==> config.mk <==
export PLATFORM = sky130hd
export DESIGN_NAME = mio_bus_responder
export DESIGN_NICKNAME = d
export VERILOG_FILES = /design/src/rtl/mio_bus_responder.sv
export SDC_FILE = /design/constraint.sdc
export NUM_CORES = 1
export LEC_CHECK = 0
export ABC_CLOCK_PERIOD_IN_PS = 5470
export BUFFER_PORTS_ARGS = -buffer_cell sky130_fd_sc_hd__buf_2
export CELL_PAD_IN_SITES_DETAIL_PLACEMENT = 0
export CELL_PAD_IN_SITES_GLOBAL_PLACEMENT = 2
export CORE_MARGIN = 3
export CORE_UTILIZATION = 31
export DETAILED_ROUTE_END_ITERATION = 10
export PLACE_DENSITY_LB_ADDON = 0.12
export SLEW_MARGIN = 20
export SYNTH_ARGS = -nofsm -noshare
export SYNTH_HDL_FRONTEND = slang
export SYNTH_SLANG_ARGS = --single-unit
==> constraint.sdc <==
create_clock -name clk -period 5.47 [get_ports clk]
set_input_delay 0.547 -clock clk [delete_from_list [all_inputs] [get_ports clk]]
set_output_delay 0.547 -clock clk [all_outputs]
set_load 0.005 [all_outputs]
==> src/rtl/mio_bus_responder.sv <==
// mio_bus_responder: memory/IO responder for the multi-cycle CPU's MIO bus.
// Decodes addr[31:28] into RAM (0x0), GPIO (0xE), free-running counter (0xF)
// or unmapped space, inserts RAM wait states and returns a one-cycle
// registered mio_ready pulse followed by a mandatory GAP cycle.
// Optional feature macro: MIO_ERR_EN (sticky bus_err flag plus an error
// status register at 0xF000_0004). Without it bus_err is tied low and the
// whole 0xF region maps to the counter.
module mio_bus_responder #(
    parameter int RAM_LATENCY = 2,
    parameter int RAM_AW      = 10
) (
    input  logic              clk,
    input  logic              reset,
    input  logic              cpu_mio,
    input  logic              mem_r,
    input  logic              mem_w,
    input  logic [31:0]       addr,
    input  logic [31:0]       data_from_cpu,
    output logic [31:0]       data_to_cpu,
    output logic              mio_ready,
    output logic [RAM_AW-1:0] ram_addr,
    output logic              ram_we,
    output logic [31:0]       ram_din,
    input  logic [31:0]       ram_dout,
    input  logic [31:0]       gpio_in,
    output logic [31:0]       gpio_out,
    output logic              bus_err
);

    typedef enum logic [1:0] {
        ST_IDLE     = 2'd0,
        ST_RAM_WAIT = 2'd1,
        ST_RESP     = 2'd2,
        ST_GAP      = 2'd3
    } state_t;

    localparam logic [3:0] LP_RAM_LAT = 4'(RAM_LATENCY);

    state_t            r_state;
    logic [3:0]        r_wait;
    logic              r_is_read;
    logic [31:0]       r_data_to_cpu;
    logic              r_mio_ready;
    logic [RAM_AW-1:0] r_ram_addr;
    logic              r_ram_we;
    logic [31:0]       r_ram_din;
    logic [31:0]       r_gpio_out;
    logic [31:0]       r_counter;

    state_t            w_state_nx;
    logic [3:0]        w_wait_nx;
    logic              w_is_read_nx;
    logic [31:0]       w_data_nx;
    logic              w_ready_nx;
    logic [RAM_AW-1:0] w_ram_addr_nx;
    logic              w_ram_we_nx;
    logic [31:0]       w_ram_din_nx;
    logic [31:0]       w_gpio_nx;
    logic [31:0]       w_counter_nx;

    // Address decode; a simultaneous read+write is illegal and falls into unmapped.
    logic w_req;
    logic w_legal;
    logic w_sel_ram;
    logic w_sel_gpio;
    logic w_sel_cnt;
    logic w_unused_ok;

    assign w_req       = cpu_mio & (mem_r | mem_w);
    assign w_legal     = ~(mem_r & mem_w);
    assign w_sel_ram   = w_legal & (addr[31:28] == 4'h0);
    assign w_sel_gpio  = w_legal & (addr[31:28] == 4'hE);
    assign w_unused_ok = &{1'b0, addr};

`ifdef MIO_ERR_EN
    logic r_bus_err;
    logic w_err_nx;
    logic w_sel_err;
    assign w_sel_cnt = w_legal & (addr[31:28] == 4'hF) & ~addr[2];
    assign w_sel_err = w_legal & (addr[31:28] == 4'hF) &  addr[2];
    assign bus_err   = r_bus_err;
`else
    assign w_sel_cnt = w_legal & (addr[31:28] == 4'hF);
    assign bus_err   = 1'b0;
`endif

    // Next-state and next-register-value logic for the request FSM.
    always_comb begin
        w_state_nx    = r_state;
        w_wait_nx     = r_wait;
        w_is_read_nx  = r_is_read;
        w_data_nx     = r_data_to_cpu;
        w_ready_nx    = 1'b0;
        w_ram_addr_nx = r_ram_addr;
        w_ram_we_nx   = 1'b0;
        w_ram_din_nx  = r_ram_din;
        w_gpio_nx     = r_gpio_out;
        w_counter_nx  = r_counter + 32'd1;
`ifdef MIO_ERR_EN
        w_err_nx      = r_bus_err;
`endif
        case (r_state)
            ST_IDLE: begin
                if (w_req) begin
                    if (w_sel_ram) begin
                        w_ram_addr_nx = addr[RAM_AW+1:2];
                        w_ram_din_nx  = data_from_cpu;
                        w_is_read_nx  = mem_r;
                        if (mem_w) begin
                            w_ram_we_nx = 1'b1;
                            w_wait_nx   = 4'd1;
                        end else begin
                            w_wait_nx   = LP_RAM_LAT;
                        end
                        w_state_nx = ST_RAM_WAIT;
                    end else begin
                        // Peripheral and unmapped accesses complete at this edge.
                        w_ready_nx = 1'b1;
                        w_state_nx = ST_RESP;
                        if (w_sel_gpio) begin
                            if (mem_r) begin
                                w_data_nx = gpio_in;
                            end else begin
                                w_gpio_nx = data_from_cpu;
                            end
                        end else if (w_sel_cnt) begin
                            if (mem_r) begin
                                w_data_nx = r_counter;
                            end else begin
                                w_counter_nx = data_from_cpu;
                            end
`ifdef MIO_ERR_EN
                        end else if (w_sel_err) begin
                            if (mem_r) begin
                                w_data_nx = {31'd0, r_bus_err};
                            end else begin
                                w_err_nx = 1'b0;
                            end
`endif
                        end else begin
                            // Unmapped or illegal: reads return zero, writes vanish.
                            if (mem_r) begin
                                w_data_nx = 32'h0000_0000;
                            end else begin
                                w_data_nx = r_data_to_cpu;
                            end
`ifdef MIO_ERR_EN
                            w_err_nx = 1'b1;
`endif
                        end
                    end
                end else begin
                    w_state_nx = ST_IDLE;
                end
            end
            ST_RAM_WAIT: begin
                // Completes regardless of whether the CPU still holds the request.
                if (r_wait == 4'd1) begin
                    if (r_is_read) begin
                        w_data_nx = ram_dout;
                    end else begin
                        w_data_nx = r_data_to_cpu;
                    end
                    w_ready_nx = 1'b1;
                    w_state_nx = ST_RESP;
                end else begin
                    w_wait_nx = r_wait - 4'd1;
                end
            end
            ST_RESP: begin
                w_state_nx = ST_GAP;
            end
            ST_GAP: begin
                // Absorbs the CPU's one-cycle request deassert lag.
                w_state_nx = ST_IDLE;
            end
            default: begin
                w_state_nx = ST_IDLE;
            end
        endcase
    end

    // State and output registers with asynchronous active-high reset.
    always_ff @(posedge clk or posedge reset) begin
        if (reset) begin
            r_state       <= ST_IDLE;
            r_wait        <= 4'd0;
            r_is_read     <= 1'b0;
            r_data_to_cpu <= 32'h0000_0000;
            r_mio_ready   <= 1'b0;
            r_ram_addr    <= {RAM_AW{1'b0}};
            r_ram_we      <= 1'b0;
            r_ram_din     <= 32'h0000_0000;
            r_gpio_out    <= 32'h0000_0000;
            r_counter     <= 32'h0000_0000;
        end else begin
            r_state       <= w_state_nx;
            r_wait        <= w_wait_nx;
            r_is_read     <= w_is_read_nx;
            r_data_to_cpu <= w_data_nx;
            r_mio_ready   <= w_ready_nx;
            r_ram_addr    <= w_ram_addr_nx;
            r_ram_we      <= w_ram_we_nx;
            r_ram_din     <= w_ram_din_nx;
            r_gpio_out    <= w_gpio_nx;
            r_counter     <= w_counter_nx;
        end
    end

`ifdef MIO_ERR_EN
    // Sticky error flag register.
    always_ff @(posedge clk or posedge reset) begin
        if (reset) begin
            r_bus_err <= 1'b0;
        end else begin
            r_bus_err <= w_err_nx;
        end
    end
`endif

    assign data_to_cpu = r_data_to_cpu;
    assign mio_ready   = r_mio_ready;
    assign ram_addr    = r_ram_addr;
    assign ram_we      = r_ram_we;
    assign ram_din     = r_ram_din;
    assign gpio_out    = r_gpio_out;

endmodule

## Word level (Yosys, flattened, before mapping)

Cells that the tools add are included.

| storage, ports and cells | value |
|---|---|
| register bits after elaboration | 147 |
| output and inout port bits | 109 |
| logic and storage cells | 74 |

| operators by class | value |
|---|---|
| add/sub/neg operators | 2 |
| eq/ne operators | 13 |
| muxes and demuxes | 33 |
| bitwise logic cells | 9 |
| reduce and logical (&&, ||, !) cells | 7 |

Operators by type and width:

| cell | number |
|---|---|
| 2-to-1 mux 32 bit | 15 |
| case mux 32 bit (2 select lines) | 1 |
| adder 32 x 1 -> 32 bit, second input constant | 1 |
| inequality test 2 bit, second input constant | 7 |
| 2-to-1 mux 4 bit | 3 |
| equality test 4 bit, second input constant | 2 |
| 2-to-1 mux 2 bit | 4 |
| case mux 2 bit (4 select lines) | 1 |
| case mux 4 bit (2 select lines) | 1 |
| 2-to-1 mux 1 bit | 7 |
| AND reduction 6 bit | 1 |
| AND 1 bit | 5 |
| AND reduction 5 bit | 1 |
| equality test 2 bit, second input constant | 2 |
| equality test 4 x 1 -> 1 bit, second input constant | 1 |
| logical NOT 4 bit | 1 |
| AND reduction 4 bit | 1 |
| subtractor 4 x 1 -> 4 bit, second input constant | 1 |
| inverter 1 bit | 3 |
| AND reduction 3 bit | 1 |
| equality test 2 x 1 -> 1 bit, second input constant | 1 |
| logical NOT 2 bit | 1 |
| case mux 1 bit (2 select lines) | 1 |
| nonzero test 2 bit | 1 |
| bitwise OR 1 bit | 1 |

## Longest topological paths before layout

Gate-level depths: netlist of the first run.

| logic depth | value |
|---|---|
| depth after elaboration | 8 |
| depth in mapped cells | 8 |

## Least setup slack after synthesis of the first run

OpenSTA, ideal clock, no wires.

| timing | value |
|---|---|
| kind | reg-to-reg |
| start | register r_state[0] |
| end | register r_gpio_out[4], in the netlist gpio_out[4] |
| setup time | 0.125 ns |
| arrival time | 1.884 ns |
| required time | 5.345 ns |
| slack | 3.461 ns |
| stages on the path, launching flop included | 8 |
| clock period less this slack | 2.009 ns |
| cells stage by stage | dfrtp_1 -> inv_1 -> ha_1 -> o211a_1 -> a21bo_2 -> nor3b_2 -> buf_4 -> mux2_2 |

| between the ends | value |
|---|---|
| cells in the longest elaborated chain, start to end | 2 |

Ends and longest elaborated chain:

| element | RTL line | text |
|---|---|---|
| from (decl) | 39 | `state_t r_state;` |
| from (signal assigned) | 197 | `r_state <= w_state_nx;` |
| logical NOT 2 bit | 102 | `case (r_state)` |
| AND reduction 5 bit (no source line) | - |  |
| to (signal assigned) | 205 | `r_gpio_out <= w_gpio_nx;` |
| to (decl) | 47 | `logic [31:0] r_gpio_out;` |

Every way passes these cells.
A chain may end at the register's enable or synchronous reset.

## Final worst setup path of the first run

| timing | value |
|---|---|
| start | register r_state[1] |
| end | register r_data_to_cpu[15], in the netlist data_to_cpu[15] |

| between the ends | value |
|---|---|
| cells in the longest elaborated chain, start to end | 3 |

Ends and longest elaborated chain:

| element | RTL line | text |
|---|---|---|
| equality test 2 x 1 -> 1 bit / logical NOT 2 bit (equally long branches) | 102 |  |
| inequality test 2 bit (no source line) / nonzero test 2 bit (equally long branches) | - |  |
| AND reduction 6 bit (no source line) | - |  |
| to (signal assigned) | 200 | `r_data_to_cpu <= w_data_nx;` |
| to (decl) | 42 | `logic [31:0] r_data_to_cpu;` |

Several ways; a longest one is shown, not always the timed one.

==> impl_metrics.json, run 1 <==
{
  "avgSynthCellArea_sq_um": 11.5,
  "yosys_warnings": 0,
  "fin_crit_ps": 3020,
  "reg2reg_slack_ps": 2450,
  "clk_pin_slew_ps": 60,
  "die-area_sq_um": 24600,
  "cts-buffers-inserted": 17,
  "powerDensity_nw_per_um2": 445,
  "start_util_pct": 31.9,
  "ir_drop_mv": 0.187,
  "maxSlewViolCount": 0,
  "die_h_um": 157,
  "postRouteAntennaNets": 0,
  "grt_antenna_before_repair": 3,
  "crit_family": "adder cells",
  "cts_resized": 0,
  "grt_use_total_pct": 17.0,
  "hold_path_class": "in2async",
  "worstMarginPinSlew_ps": 981,
  "grt_pass1_vias": 5854,
  "cts_setup_buffers": 0,
  "tritoncts": "done",
  "cp_slowest_stage_delay_ps": 770,
  "dp_hpwl_mm": 14.9,
  "cts_root_buf": "clkbuf_16",
  "drc": 0,
  "grt_setup_unrepaired": "false",
  "final_nets": 962,
  "dieWidth_um": 157,
  "hold_viol": 0,
  "ys_seq_area_share_pct": 52.3,
  "finalCritPeriodShare_pct": 55.3,
  "path_class": "reg2reg",
  "core_area_sq_um": 22100,
  "mostFrequentLayoutCell": "buf_2",
  "holdBufCountCts": 0,
  "vias": 5595,
  "routed_via_density": 5.01,
  "nFillCells": 2178,
  "relSlewSlack_pct": 34.6,
  "layout-drive-gt1-share_pct": 44.6,
  "drv_cap": 0,
  "skew_ps": 14.7,
  "p_leak_nw": 4.55,
  "io_buffers": 222,
  "fmax_mhz": 331,
  "grt_overflow": 0,
  "placed_area_sq_um": 8410,
  "io_pins": 242,
  "drt-total-wl_mm": 20.9,
  "clockBufferDepth": 2,
  "core.rowCount": 54,
  "drtIter0Drc": 243,
  "insertion_delay_ps": 420,
  "routabilityCongestion": 0.776,
  "syn_area_sq_um": 7040,
  "syn_inst": 611,
  "synth_edf_count": 0,
  "setup_tns_ps": 0,
  "synth.distinct_cells": 47,
  "grt_pass1_wl_mm": 32.6,
  "synth-main-ff-cell": "dfrtp_1",
  "power_mw": 4.00,
  "crit_path_cell_trace": "inv_1, ha_2, inv_1, nand3_1, buf_4, o21ai_0, mux2_2",
  "critical_path_required_ps": 5770,
  "endpoint_kind": "flop",
  "status": "finished, final reports clean",
  "area_delta_synth_final_pct": 27.5,
  "crit_slowest_cell": "ha_2",
  "drt_pass1_iterations": 4,
  "cp_max_fo": 41,
  "htree_levels": 4,
  "async_reset_ff_share_pct": 100,
  "cp-start-kind": "flop",
  "crit_top_cell": "inv_1",
  "cts_sinks": 147,
  "avgRoutedWirePerCell_um": 18.7,
  "final_cell_mix": "222 x buf_2, 147 x dfrtp_1, 99 x mux2_2",
  "crit_buf_inv": 3,
  "yosys_register_bits": 147,
  "grt_max_degree": 101,
  "synth_nets": 750,
  "setup_violations": 0,
  "cp.arrival_ps": 3330,
  "finalHoldWorstSlack_ps": 282,
  "final_util_pct": 40.6,
  "final_area_sq_um": 8980
}
-- synthesized netlist by cell type, types with 7 or more instances --
cell      count  share of area, %
o31ai_1      16               1.7
a31oi_1      24               2.1
o21ai_0      49               3.5
nand2_1      65               3.5
or4_1        15               1.6
inv_1        10              0.53
mux2_2       99                16
dfrtp_1     147                52
nand3_1      15               1.1
mux2_1        7               1.1
clkbuf_1     15              0.80
buf_2        13              0.92
nor2_1       27               1.4
mux2i_1      33               4.7
-- per-layer routing --
layer | vias to the layer above | global-route usage (%) | wire length, um | part of all wire (%)
met4 | 4 | 4.50 | 208 | 0.99
met2 | 162 | 28.1 | 10100 | 48
met1 | 2757 | 22.4 | 9420 | 45
met3 | 21 | 4.15 | 1190 | 5.7
met5 | - | 0 | 21 | 0.10
li1 | 2651 | - | - | -
-- cells by family (layout without fill, tap and decap cells) --
logic type               Yosys count  count (layout)  share of synthesized area, %
multiplexers                     139             139                          21.6
other                              1               2                        0.0533
flip-flops                       147             147                          52.3
XOR/XNOR                          11              11                          1.37
AO/OA/AOI/OAI                    102             102                          8.75
adder cells (fa/ha/maj)            6               6                          1.07
buffers and inverters             45             270                          2.97
AND/OR/NAND/NOR                  160             160                          11.9
-- sequential cells by signal, summed over array words and instances (netlist names), 2 cells and up --
name / count
data_to_cpu: 32
gpio_out: 32
r_counter: 32
ram_din: 32
ram_addr: 10
r_wait: 4
r_state: 2
-- stage by stage --
stage | setup WS [ps] | cells
after floorplan | 972 | 611
after global placement | 2090 | 1084
after CTS | 2350 | 1116
final | 2450 | 1117
after detailed placement | 2030 | 1084
after global routing | 2150 | 1117
-- final timing paths --
kind | start | to | cells after the start
setup / recovery | r_state[1] | data_to_cpu[15] | 7
min in group clk | addr[11] | ram_addr[9] | 2
hold / removal | reset | ram_addr[8] | 2
max in group asynchronous | reset | gpio_out[11] | 3
setup reg to reg | r_state[1] | data_to_cpu[15] | 7
hold reg to reg | gpio_out[0] | gpio_out[0] | 1
-- power breakdown --
group / internal, mW / leakage, nW / total [mW] / switching [mW]
clock: 0.648 / 0.265 / 1.15 / 0.502
combinational: 0.591 / 2.34 / 1.11 / 0.522
sequential: 1.45 / 1.95 / 1.73 / 0.284
-- area by class of cell --
class,count,area [sq um],share of cell area [%]
clock buffer,20,447,4.98
antenna,1,2.50,0.0279
tap,280,350,3.90
timing repair buffer,228,1160,12.9
multi-input combinational,419,3180,35.4
inverter,10,42.5,0.474
clock inverter,12,121,1.35
sequential,147,3680,41.0
Note: power is estimated with default switching activity, not from simulation.
==> run 2: changes to the inputs <==
--- a/config.mk
+++ b/config.mk
@@ -5,7 +5,7 @@
 export SDC_FILE = /design/constraint.sdc
 export NUM_CORES = 1
 export LEC_CHECK = 0
-export ABC_CLOCK_PERIOD_IN_PS = 5470
+export ABC_CLOCK_PERIOD_IN_PS = 2800
 export BUFFER_PORTS_ARGS = -buffer_cell sky130_fd_sc_hd__buf_2
 export CELL_PAD_IN_SITES_DETAIL_PLACEMENT = 0
 export CELL_PAD_IN_SITES_GLOBAL_PLACEMENT = 2
==> constraint.sdc (replaced) <==
create_clock -name clk -period 2.8 [get_ports clk]
set_input_delay 0.28 -clock clk [delete_from_list [all_inputs] [get_ports clk]]
set_output_delay 0.28 -clock clk [all_outputs]
set_load 0.005 [all_outputs]
==> impl_metrics.json, run 2 (synthesis results as in run 1) <==
{
  "start_util_pct": 31.9,
  "setup_ws_ps": 447,
  "grt_use_total_pct": 17.4,
  "mostFrequentLayoutCell": "buf_2",
  "drv_cap": 0,
  "critical_path_required_ps": 3140,
  "worstMarginPinSlew_ps": 1040,
  "fin_crit_ps": 2350,
  "drc": 0,
  "dp_slack_ps": 449,
  "relSlewSlack_pct": 30.9,
  "nFillCells": 2184,
  "area_delta_synth_final_pct": 29.5,
  "postRouteAntennaNets": 0,
  "cp-startpoint": "r_counter[0]",
  "cts_setup_buffers": 0,
  "final_nets": 973,
  "io_pins": 242,
  "core_area_sq_um": 22100,
  "fmax_mhz": 425,
  "dp_cells": 1094,
  "reg2regPathDepth": 5,
  "grt_max_degree": 55,
  "clockBufferDepth": 2,
  "maxSlewViolCount": 0,
  "vias": 5626,
  "finalCritPeriodShare_pct": 84.0,
  "r2r-end": "r_counter[20]",
  "final_cell_count_no_fill": 1127,
  "r2r_start": "r_counter[0]",
  "die_h_um": 157,
  "skew_ps": 9.51,
  "grt_use_met1_pct": 22.8,
  "final_cell_mix": "222 x buf_2, 147 x dfrtp_1, 99 x mux2_2",
  "grt_pass1_vias": 5882,
  "powerDensity_nw_per_um2": 871,
  "setup_tns_ps": 0,
  "htree_levels": 4,
  "layout-drive-gt1-share_pct": 45.5,
  "cp_slowest_stage_delay_ps": 640,
  "dp_hpwl_mm": 15.5,
  "clk_pin_slew_ps": 70,
  "cp_max_fo": 18,
  "hold_viol": 0,
  "tritoncts": "done",
  "setup_violations": 0,
  "cts_root_buf": "clkbuf_16",
  "routed_via_density": 4.99,
  "finalHoldWorstSlack_ps": 82.9,
  "drt-total-wl_mm": 21.2,
  "core.rowCount": 54,
  "crit_path_end": "r_counter[20]",
  "crit_path_cell_trace": "ha_1, nand3_1, or2_0, or4_1, a31oi_1",
  "path_class": "reg2reg",
  "grt_pass1_wl_mm": 33.2,
  "hold_path_class": "in2reg",
  "drt_pass1_iterations": 4,
  "grt_antenna_before_repair": 1,
  "met2_usage_pct": 28.5,
  "p_leak_nw": 4.64,
  "dieWidth_um": 157,
  "reg2reg_slack_ps": 450,
  "drtIter0Drc": 274,
  "insertion_delay_ps": 430,
  "status": "finished, final reports clean",
  "avgRoutedWirePerCell_um": 18.8,
  "grt_use_met3_pct": 4.81,
  "grt_setup_unrepaired": "false",
  "crit_slowest_cell": "or4_1",
  "ir_drop_mv": 0.362,
  "io_buffers": 222,
  "cp.arrival_ps": 2690,
  "grt-busiest-layer": "met2",
  "num_antenna_cells": 0,
  "cts-buffers-inserted": 17,
  "endpoint_kind": "flop",
  "die-area_sq_um": 24600,
  "final_util_pct": 41.3,
  "cts_sinks": 147,
  "routabilityCongestion": 0.768,
  "grt_overflow": 0,
  "cp-start-kind": "flop"
}
-- run 2: cell types whose count changed in the layout (fill, tap and decap cells not counted), sizes merged --
| cell | delta |
|---|---|
| inv | +1 |
| buf | +10 |
| clkinvlp | -2 |
| dlygate4sd3 | +1 |
| diode | -1 |
| clkinv | +3 |
| bufinv | +1 |
| clkbuf | -3 |
-- run 2: worst min-delay path by stage --
stage | end | slack, ps | start | cells after the start
6_report | ram_addr[9] | 80 | addr[11] | 2
5_1_grt | ram_addr[5] | 70 | addr[7] | 2
4_1_cts | ram_addr[9] | 60 | addr[11] | 2
3_5_place_dp | ram_addr[8] | 310 | reset | 2
3_3_place_gp | ram_addr[6] | 310 | reset | 2
2_1_floorplan | r_counter[1] | 390 | data_from_cpu[1] | 2
-- run 2: area by class of cell --
type / instances / area, sq um / share of cell area [%]
Multi-Input combinational cell: 419 / 3180 / 34.9
Tap cell: 280 / 350 / 3.84
Timing Repair Buffer: 239 / 1270 / 13.9
Clock buffer: 17 / 425 / 4.67
Inverter: 10 / 41.3 / 0.453
Sequential cell: 147 / 3680 / 40.4
Clock inverter: 15 / 173 / 1.89
-- run 2: power breakdown --
group          switching [mW]  total [mW]  internal [mW]
sequential              0.569        3.40           2.83
clock                   0.999        2.34           1.34
combinational            1.03        2.20           1.17
total                    2.60        7.94           5.35
-- run 2: through the flow --
| step | total power, mW | cell area (sq um) |
|---|---|---|
| 6_report | 7.94 | 9110 |
| 5_1_grt | 8.50 | 9110 |
| 2_1_floorplan | 4.57 | 7040 |
| 3_3_place_gp | 5.60 | 8510 |
| 3_5_place_dp | 5.68 | 8510 |
| 4_1_cts | 8.08 | 9110 |
-- run 2: timing repair --
action / 4_1_cts / 5_1_grt
endpoints found under the hold margin: 15 / 0
resized for setup: 0 / 0
hold buffers: 1 / 0
-- run 2: critical path: cells and delay by family, from the launching register on --
kind | cells | cell delay [ps]
AOI/OAI and AO/OA | 1 | 180
adders and majority gates | 1 | 260
DFF | 1 | 420
and+or+nand+nor | 3 | 1410
-- run 2: layer usage --
layer / vias up / wire (um)
met5: - / 11
met4: 2 / 165
met1: 2747 / 9390
met3: 18 / 1440
met2: 187 / 10200
li1: 2672 / -
==> run 3: changes to the inputs <==
--- a/config.mk
+++ b/config.mk
@@ -5,7 +5,7 @@
 export SDC_FILE = /design/constraint.sdc
 export NUM_CORES = 1
 export LEC_CHECK = 0
-export ABC_CLOCK_PERIOD_IN_PS = 2800
+export ABC_CLOCK_PERIOD_IN_PS = 2200
 export BUFFER_PORTS_ARGS = -buffer_cell sky130_fd_sc_hd__buf_2
 export CELL_PAD_IN_SITES_DETAIL_PLACEMENT = 0
 export CELL_PAD_IN_SITES_GLOBAL_PLACEMENT = 2
==> constraint.sdc (replaced) <==
create_clock -name clk -period 2.2 [get_ports clk]
set_input_delay 0.22 -clock clk [delete_from_list [all_inputs] [get_ports clk]]
set_output_delay 0.22 -clock clk [all_outputs]
set_load 0.005 [all_outputs]
==> impl_metrics.json, run 3 (synthesis results as in run 1) <==
{
  "status": "finished, final reports clean",
  "grt_use_total_pct": 17.4,
  "drc": 0,
  "endpoint_kind": "flop",
  "powerDensity_nw_per_um2": 1080,
  "p_leak_nw": 4.76,
  "final_cell_mix": "222 x buf_2, 147 x dfrtp_1, 99 x mux2_2",
  "path_class": "reg2reg",
  "io_buffers": 222,
  "crit_buf_inv": 3,
  "routed_via_density": 5.07,
  "grt_pass1_vias": 5875,
  "ir_drop_mv": 0.434,
  "core_area_sq_um": 22100,
  "fmax_mhz": 463,
  "mostFrequentLayoutCell": "buf_2",
  "crit_family": "compound AO/OA/AOI/OAI gates",
  "grt_pass1_wl_mm": 33.2,
  "crit_slowest_cell": "dfrtp_1",
  "cts_root_buf": "clkbuf_16",
  "nFillCells": 2181,
  "grt_antenna_before_repair": 2,
  "cp.arrival_ps": 2470,
  "drt-total-wl_mm": 22.1,
  "cts-buffers-inserted": 17,
  "final_util_pct": 42.5,
  "routabilityCongestion": 0.798,
  "insertion_delay_ps": 430,
  "die-area_sq_um": 24600,
  "worstMarginPinSlew_ps": 857,
  "cp-start-kind": "flop",
  "start_util_pct": 31.9,
  "die_h_um": 157,
  "clockBufferDepth": 2,
  "avgRoutedWirePerCell_um": 19.3,
  "htree_levels": 4,
  "cp_slowest_stage_delay_ps": 390,
  "maxSlewViolCount": 0,
  "num_antenna_cells": 0,
  "grt_overflow": 0,
  "drtIter0Drc": 298,
  "cp_max_fo": 8,
  "critical_path_required_ps": 2510,
  "dieWidth_um": 157,
  "postRouteAntennaNets": 0,
  "io_pins": 242,
  "cts_sinks": 147,
  "drt_pass1_iterations": 4,
  "grt_max_degree": 53,
  "crit_path_cell_trace": "inv_1, ha_2, o211a_1, a21bo_4, nor3b_4, buf_6, clkbuf_16, mux2_2",
  "final_nets": 990,
  "fin_crit_ps": 2160,
  "hold_path_class": "in2reg",
  "hold_viol": 0,
  "layout-drive-gt1-share_pct": 46.5,
  "final_cell_count_no_fill": 1144,
  "vias": 5795,
  "drv_cap": 0,
  "area_delta_synth_final_pct": 33.5,
  "tritoncts": "done",
  "relSlewSlack_pct": 42.7,
  "dp_hpwl_mm": 15.9,
  "setup_violations": 0,
  "dp_cells": 1104,
  "clk_pin_slew_ps": 60,
  "skew_ps": 15.6,
  "finalCritPeriodShare_pct": 98.2,
  "finalHoldWorstSlack_ps": 25.2,
  "core.rowCount": 54
}
## run 3: cell count changes in the layout (fill, tap and decap cells not counted), moves of 2 or more
cell	delta
buf_4	+2
clkinv_2	-2
buf_6	+2
clkinvlp_4	+2
inv_6	+3
clkbuf_16	+2
clkinv_4	-2
buf_12	+9
## run 3: path summary, 6_finish.rpt
check | from | endpoint | slack [ps] | cells after the start
setup / recovery | r_state[0] | gpio_out[29] | 40 | 8
max in group asynchronous | reset | r_counter[11] | 1080 | 4
min in group asynchronous | reset | ram_addr[0] | 510 | 3
setup reg to reg | r_state[0] | gpio_out[29] | 40 | 8
hold / removal | addr[2] | ram_addr[0] | 30 | 2
hold reg to reg | gpio_out[10] | gpio_out[10] | 490 | 1
## run 3: where the power goes
part           internal [mW]  leakage, nW  switching [mW]
Clock                   1.61        0.278            1.29
Combinational           1.60         2.54            1.36
Sequential              3.60         1.95           0.694
Total                   6.81         4.76            3.35
## run 3: layout make-up
cell class | count | area (sq um) | share of cell area [%]
inverters | 10 | 41.3 | 0.439
clock inverters | 15 | 156 | 1.66
flip-flops and latches | 147 | 3680 | 39.1
well taps | 280 | 350 | 3.73
multi-input cells | 419 | 3190 | 33.9
repair buffers | 256 | 1560 | 16.6
clock buffers | 17 | 425 | 4.53
## run 3: stage by stage
stage	setup slack [ps]	power, mW	area, sq um	setup TNS [ps]
4_1_cts	82.8	10.3	9300	0
3_5_place_dp	99.7	7.35	8690	0
5_1_grt	-24.5	10.9	9400	-308
3_3_place_gp	130	7.23	8690	0
6_report	39.4	10.2	9400	0
2_1_floorplan	133	5.81	7040	0
## run 3: timing repair
| action | CTS | global route |
|---|---|---|
| setup endpoints to repair | 0 | 12 |
| hold buffers | 2 | 0 |
| setup buffers | 0 | 3 |
| gates resized for setup | 0 | 5 |
| hold endpoints to repair | 20 | 0 |
## run 3: layer usage
layer | wire [um] | GRT usage (%)
met5 | 23 | 0
met4 | 274 | 5.00
met3 | 1350 | 4.54
met2 | 10700 | 28.4
met1 | 9730 | 22.9
